`src/rtl/sev_seg_sched_if.sv`:
```
// Requester bus for the seven-segment display scheduler.
// Requester A is a priority byte stream with a valid/ready handshake.
// Requester B is a 32-bit background value with a sample strobe and no backpressure.
// The master modport is the requester side; the slave modport is the scheduler side.
interface sev_seg_sched_if;
   logic        a_valid;
   logic [7:0]  a_data;
   logic        a_ready;
   logic        b_valid;
   logic [31:0] b_data;

   modport master (
      output a_valid,
      output a_data,
      output b_valid,
      output b_data,
      input  a_ready
   );

   modport slave (
      input  a_valid,
      input  a_data,
      input  b_valid,
      input  b_data,
      output a_ready
   );
endinterface

```
`src/rtl/sev_seg_sched.sv`:
```
// sev_seg_sched: shares the 8-digit seven-segment display between two requesters.
// An accepted A byte pre-empts the display for HOLD_CYCLES cycles, and each new
// A byte restarts that window. When the window ends, the display shows the last
// B value if one has ever been latched. Otherwise the display goes dark.
// Optional feature: define SEV_SEG_SCHED_LZB_EN to blank leading zeros on the B page.
module sev_seg_sched #(
   parameter int HOLD_CYCLES = 200_000_000
) (
   input  logic                clk,
   input  logic                resetn,
   input  logic                freeze,
   sev_seg_sched_if.slave      bus,
   output logic [31:0]         digits,
   output logic [7:0]          blank,
   output logic [1:0]          src_sel
);

   localparam int CNT_W = $clog2(HOLD_CYCLES + 1);

   // The encoding doubles as src_sel, so the select output is the state itself.
   typedef enum logic [1:0] {
      IDLE   = 2'b00,
      SHOW_B = 2'b01,
      SHOW_A = 2'b10
   } state_t;

   state_t            state_q, state_d;
   logic [31:0]       a_hist_q, a_hist_d;
   logic [2:0]        a_cnt_q, a_cnt_d;
   logic [31:0]       b_lat_q, b_lat_d;
   logic              b_seen_q, b_seen_d;
   logic [CNT_W-1:0]  timer_q, timer_d;
   logic [31:0]       digits_q, digits_d;
   logic [7:0]        blank_q, blank_d;
   logic [1:0]        src_sel_q, src_sel_d;

   logic              a_acc;
   logic              b_acc;

`ifdef SEV_SEG_SCHED_LZB_EN
   logic              lz_run;
`endif

   assign bus.a_ready = ~freeze;
   assign a_acc       = bus.a_valid & ~freeze;
   assign b_acc       = bus.b_valid & ~freeze;

   // Latch the requester data, pick the next page, and run the A hold timer.
   always_comb begin
      a_hist_d = a_hist_q;
      a_cnt_d  = a_cnt_q;
      b_lat_d  = b_lat_q;
      b_seen_d = b_seen_q;
      timer_d  = timer_q;
      state_d  = state_q;

      if (a_acc) begin
         a_hist_d = {a_hist_q[23:0], bus.a_data};
         if (a_cnt_q < 3'd4) begin
            a_cnt_d = a_cnt_q + 3'd1;
         end
      end

      if (b_acc) begin
         b_lat_d  = bus.b_data;
         b_seen_d = 1'b1;
      end

      if (a_acc) begin
         timer_d = CNT_W'(HOLD_CYCLES - 1);
         state_d = SHOW_A;
      end else begin
         case (state_q)
            IDLE: begin
               if (b_acc) begin
                  state_d = SHOW_B;
               end
            end
            SHOW_B: begin
               state_d = SHOW_B;
            end
            SHOW_A: begin
               if (!freeze) begin
                  if (timer_q == '0) begin
                     state_d = (b_seen_q | b_acc) ? SHOW_B : IDLE;
                  end else begin
                     timer_d = timer_q - 1'b1;
                  end
               end
            end
            default: begin
               state_d = IDLE;
            end
         endcase
      end
   end

   // Map the next page onto the digit and blank outputs, so they are registered
   // alongside the state that selects them.
   always_comb begin
      digits_d  = '0;
      blank_d   = 8'hFF;
      src_sel_d = state_d;
`ifdef SEV_SEG_SCHED_LZB_EN
      lz_run    = 1'b1;
`endif
      case (state_d)
         SHOW_A: begin
            digits_d = a_hist_d;
            for (int k = 0; k < 4; k++) begin
               blank_d[2*k +: 2] = (3'(k) >= a_cnt_d) ? 2'b11 : 2'b00;
            end
         end
         SHOW_B: begin
            digits_d = b_lat_d;
            blank_d  = 8'h00;
`ifdef SEV_SEG_SCHED_LZB_EN
            for (int i = 7; i >= 1; i--) begin
               if (lz_run && (b_lat_d[4*i +: 4] == 4'h0)) begin
                  blank_d[i] = 1'b1;
               end else begin
                  lz_run = 1'b0;
               end
            end
`endif
         end
         default: begin
            digits_d = '0;
            blank_d  = 8'hFF;
         end
      endcase
   end

   // State and output registers, with a synchronous active-low reset.
   always_ff @(posedge clk) begin
      if (!resetn) begin
         state_q   <= IDLE;
         a_hist_q  <= '0;
         a_cnt_q   <= '0;
         b_lat_q   <= '0;
         b_seen_q  <= 1'b0;
         timer_q   <= '0;
         digits_q  <= '0;
         blank_q   <= 8'hFF;
         src_sel_q <= 2'b00;
      end else begin
         state_q   <= state_d;
         a_hist_q  <= a_hist_d;
         a_cnt_q   <= a_cnt_d;
         b_lat_q   <= b_lat_d;
         b_seen_q  <= b_seen_d;
         timer_q   <= timer_d;
         digits_q  <= digits_d;
         blank_q   <= blank_d;
         src_sel_q <= src_sel_d;
      end
   end

   assign digits  = digits_q;
   assign blank   = blank_q;
   assign src_sel = src_sel_q;

endmodule

```
`src/flat_wrapper.sv`:
```
// flat-port wrapper written by rule: the top's interface ports become plain ports
module sev_seg_sched_flat 
#(
   parameter int HOLD_CYCLES = 200_000_000
)
  (clk, resetn, freeze, digits, blank, src_sel, bus_a_valid, bus_a_data, bus_b_valid, bus_b_data, bus_a_ready);
  sev_seg_sched_if bus_i ();
  input  logic clk;
  input  logic resetn;
  input  logic freeze;
  output logic [31:0] digits;
  output logic [7:0] blank;
  output logic [1:0] src_sel;
  input wire logic [$bits(bus_i.a_valid)-1:0] bus_a_valid;
  input wire logic [$bits(bus_i.a_data)-1:0] bus_a_data;
  input wire logic [$bits(bus_i.b_valid)-1:0] bus_b_valid;
  input wire logic [$bits(bus_i.b_data)-1:0] bus_b_data;
  output wire logic [$bits(bus_i.a_ready)-1:0] bus_a_ready;
  assign bus_i.a_valid = bus_a_valid;
  assign bus_i.a_data = bus_a_data;
  assign bus_i.b_valid = bus_b_valid;
  assign bus_i.b_data = bus_b_data;
  assign bus_a_ready = bus_i.a_ready;
  sev_seg_sched #(.HOLD_CYCLES(HOLD_CYCLES)) u_core (.clk(clk), .resetn(resetn), .freeze(freeze), .bus(bus_i), .digits(digits), .blank(blank), .src_sel(src_sel));
endmodule
```
`config.mk`:
```
export PLATFORM = sky130hd
export DESIGN_NAME = sev_seg_sched_flat
export DESIGN_NICKNAME = d
export VERILOG_FILES = /design/src/rtl/sev_seg_sched_if.sv /design/src/rtl/sev_seg_sched.sv /design/src/flat_wrapper.sv
export SDC_FILE = /design/constraint.sdc
export NUM_CORES = 1
export LEC_CHECK = 0
export CAP_MARGIN = 20
export CORE_MARGIN = 2
export CORE_UTILIZATION = 37
export DETAILED_ROUTE_END_ITERATION = 7
export PLACE_DENSITY = 0.65
export SYNTH_ARGS = -nofsm -noshare
export SYNTH_HDL_FRONTEND = slang
export SYNTH_SLANG_ARGS = --single-unit
```
`constraint.sdc`:
```
create_clock -name clk -period 3.8 [get_ports clk]
set_input_delay 0.95 -clock clk [delete_from_list [all_inputs] [get_ports clk]]
set_output_delay 0.95 -clock clk [all_outputs]
set_load 0.02 [all_outputs]
```
==> parameters.txt <==
Parameter                              Value

Clock tree
  CTS root buffer ... sky130_fd_sc_hd__clkbuf_16
  Skew-Pair Late Insertion Delay ... 0.42 ns
  Sink Count ... 134
  Clock transition time at the flip-flop clock pins of the worst setup and hold paths ... 0.06 ns
  Post-cts sizing count ... 0
  Total number of H-tree levels ... 4
  Maximum clock insertion buffer count ... 2
  TritonCTS clock tree ... done
  Post-CTS setup buffer count ... 0
  Hold buffer count at cts ... 0
  TritonCTS buffer count ... 17

Setup path
  Type of element capturing the critical path ... flop
  Critical path peak fanout ... 24
  Critical path required time ... 4.10 ns
  Crit path kind ... reg2reg
  Startpoint type of the worst setup path ... flop
  Data arrival time of the worst path ... 3.60 ns

STA
  Accumulated negative setup slack ... 0 ns
  Clock Skew ... ~0.0082 ns
  Final critical path time including I/O delays and setup ... 3.30 ns
  Post-route worst setup slack ... 0.503 ns
  Fin crit share ... between 80% and 90%
  RSZ-0062 raised after global routing ... false
  Upper clock frequency limit ... 303 MHz
  Smallest hold slack ... 0.468 ns
  Number of endpoints failing setup at the final stage ... 0
  Hold Fails Final Rpt ... 0
  Slew at the pin with the worst max-slew slack ... 1.02 ns
  Final count of pins violating max slew ... 0
  Worst-case headroom to the max-slew limit ... 31.8%

Synth
  Mean cell area of the mapped netlist ... ~9.0 µm²
  Yosys warns ... 0
  Main area contributors after synthesis ... sky130_fd_sc_hd__dfxtp_1 (48%), sky130_fd_sc_hd__nand2_1 (6.0%), sky130_fd_sc_hd__a21oi_1 (3.9%)
  Number of synthesized register bits ... 134
  Synth top cells by count ... sky130_fd_sc_hd__dfxtp_1 (134), sky130_fd_sc_hd__nand2_1 (89), sky130_fd_sc_hd__nor2_1 (49), sky130_fd_sc_hd__a21oi_1 (43), sky130_fd_sc_hd__clkbuf_1 (29)
  Proportion of synthesized chip area in sequential cells ... 48.5%
  Most used DFF post-synth ... sky130_fd_sc_hd__dfxtp_1
  Fraction of synthesis flops using an asynchronous set or reset pin ... 0%
  Gate count after technology mapping ... slightly above 600
  Summed instance area of the synthesized netlist ... 0.00554 mm²
  Area share of the leading cell type in the synthesized netlist ... 48.5%
  Cell with the most instances after synthesis ... sky130_fd_sc_hd__dfxtp_1
  Cell type with the largest total area after synthesis ... sky130_fd_sc_hd__dfxtp_1
  Total nets after synthesis ... 665
  Number of enable flip-flop cells after synthesis ... 0
  Distinct cells, synth ... 57

Floorplan
  Initial standard-cell utilization of the core ... 37.9%
  Area of the core ... 0.0146 mm²
  Number of core rows ... 44
  Die extent in x ... 126 µm
  Die outline height ... 126 µm
  Floorplan die area ... about 0.016 mm²
  Io pins ... 88

Pwr
  Sequential power share ... between 40% and 50%
  Switch share ... 24.1%
  Internal Pwr Total ... 2.72 mW
  Power spent charging and discharging nets ... 0.865 mW
  Clock group share of total power ... 47.2%
  Leakage power total ... 2.70 nW
  Proportion of power drawn by combinational gates ... ~11%
  Worst ir drop on vdd ... 0.284 mV
  Power per cell area ... between 400 and 500 mW/mm²

Detailed routing
  Residual antenna-violating net count after detailed routing ... 0
  Detailed-router iteration count before antenna repair ... 5
  Via count ... 4,685
  Number of remaining DRC errors ... 0
  Average routed wire per standard cell ... 15.2 µm
  Initial drt markers ... between 200 and 300
  Via-to-Cell Ratio ... 5.27
  Wire length after detailed routing ... 13,500 µm

Place
  Instance count after placement with tap cells included ... 858
  Final weighted congestion of routability-driven global placement ... 0.872
  Worst-case setup slack after placement ... roughly 0.19 ns
  Buffers added on ports ... 87
  Placed instance area ... approximately 0.0066 mm²
  HPWL reported at the end of detailed placement ... 9400 µm

Layout
  Layout Cells excl Fill ... ~900
  Ant diodes ... 0
  Final layout net count ... 742
  Area of all placed cells without fillers ... between 0.007 and 0.008 mm²
  Share of cells above drive strength 1 ... a little over an eighth
  Synth-to-layout area growth ... 29.9%

Min path
  Class of the most critical hold timing path ... reg2reg

Global routing
  Global route total overflow ... 0
  Largest net degree at the start of global routing ... 43
  Vias in the first global route ... 4,676
  Total routing resource utilization after global routing ... 17.3%
  Number of antenna violations at the first check in global routing ... 0
  First-pass GRT wire length ... 22,300 µm

Status
  Run status ... finished, final reports clean

Run
  Max capacitance violation total ... 0
critical path, stage by stage, from the launching register on:
cell                       delay [ns]
sky130_fd_sc_hd__dfxtp_1         0.34
sky130_fd_sc_hd__inv_1           0.06
sky130_fd_sc_hd__ha_1            0.19
sky130_fd_sc_hd__or4b_4          0.52
sky130_fd_sc_hd__nor3_2          0.25
sky130_fd_sc_hd__nand4_1         0.16
sky130_fd_sc_hd__o21a_1          0.23
sky130_fd_sc_hd__or3_1           0.32
sky130_fd_sc_hd__ha_1            0.49
sky130_fd_sc_hd__nand2b_1        0.22
sky130_fd_sc_hd__a21oi_1         0.07
sky130_fd_sc_hd__a21o_1          0.20
sky130_fd_sc_hd__nand2b_1        0.13
placed cells by master, fill, tap and decap left out, types with 5 or more instances in the layout:
master,instances
sky130_fd_sc_hd__nand2_1,89
sky130_fd_sc_hd__inv_1,10
sky130_fd_sc_hd__a22oi_1,19
sky130_fd_sc_hd__a21oi_1,43
sky130_fd_sc_hd__dfxtp_1,134
sky130_fd_sc_hd__nor2b_1,14
sky130_fd_sc_hd__nor3_1,11
sky130_fd_sc_hd__and2_1,20
sky130_fd_sc_hd__nand4_1,7
sky130_fd_sc_hd__nor4_1,5
sky130_fd_sc_hd__clkbuf_16,17
sky130_fd_sc_hd__clkdlybuf4s50_1,87
sky130_fd_sc_hd__mux2i_1,14
sky130_fd_sc_hd__or3_1,17
sky130_fd_sc_hd__o41ai_1,6
sky130_fd_sc_hd__a31oi_1,12
sky130_fd_sc_hd__o21ai_0,21
sky130_fd_sc_hd__nand3_1,5
sky130_fd_sc_hd__or4_1,5
sky130_fd_sc_hd__a21bo_2,13
sky130_fd_sc_hd__buf_4,11
sky130_fd_sc_hd__nor2_1,49
sky130_fd_sc_hd__mux2_2,19
logic make-up (layout without fill, tap and decap cells):
| group | after synthesis | in the layout | share of synthesized area (%) |
|---|---|---|---|
| compound gates | 139 | 139 | 16.7 |
| xor+xnor | 3 | 3 | 0.475 |
| fa+ha+maj | 4 | 4 | 0.904 |
| buf+inv | 52 | 141 | 4.07 |
| flops | 134 | 134 | 48.5 |
| mux | 33 | 33 | 6.40 |
| simple gates | 251 | 251 | 23.0 |
sequential cells by signal, summed over array words and instances, names as in the netlist:
| name | count |
|---|---|
| u_core.blank | 4 |
| u_core.a_hist_q | 32 |
| u_core.a_cnt_q | 3 |
| u_core.src_sel | 2 |
| u_core.digits | 32 |
| u_core.b_lat_q | 32 |
| u_core.b_seen_q | 1 |
| u_core.timer_q | 28 |
final cells by class:
cell class	count	area, µm²
multi-input combinational	430	2650
inverter	11	41.3
clock inverter	11	149
tap	184	230
timing repair buffer	99	973
sequential	134	2680
fill	1347	7400
clock buffer	20	467
per-layer routing:
metal	vias to the layer above	part of all wire [%]	global-route usage (%)
li1	2325	-	-
met1	2232	44	20.8
met2	111	50	29.8
met5	-	0	0
met4	0	2.0	6.40
met3	17	3.8	4.47
path summary, 6_finish.rpt:
| check | start | end | cells past startpoint | slack, ns |
|---|---|---|---|---|
| max | u_core.timer_q[0]$_SDFFE_PN0P_ | u_core.blank[5]$_SDFF_PN1_ | 12 | 0.50 |
| min | u_core.a_hist_q[30]$_SDFF_PN0_ | u_core.a_hist_q[30]$_SDFF_PN0_ | 2 | 0.47 |
| max reg2reg | u_core.timer_q[0]$_SDFFE_PN0P_ | u_core.blank[5]$_SDFF_PN1_ | 12 | 0.50 |
| min reg2reg | u_core.a_hist_q[30]$_SDFF_PN0_ | u_core.a_hist_q[30]$_SDFF_PN0_ | 2 | 0.47 |
stage by stage:
step           total power [mW]  utilization, %
5_1_grt                    3.72            49.3
2_1_floorplan              1.77               -
4_1_cts                    3.62            49.3
6_report                   3.59            49.3
3_5_place_dp               1.93            45.1
3_3_place_gp               1.92            45.1
power by group through the flow:
stage / logic (mW) / clock network (mW) / registers, mW
5_1_grt: 0.442 / 1.78 / 1.50
2_1_floorplan: 0.249 / 0 / 1.53
4_1_cts: 0.405 / 1.72 / 1.49
3_5_place_dp: 0.403 / 0 / 1.52
6_report: 0.402 / 1.69 / 1.49
3_3_place_gp: 0.395 / 0 / 1.52
(Power assumes the default switching activity.)
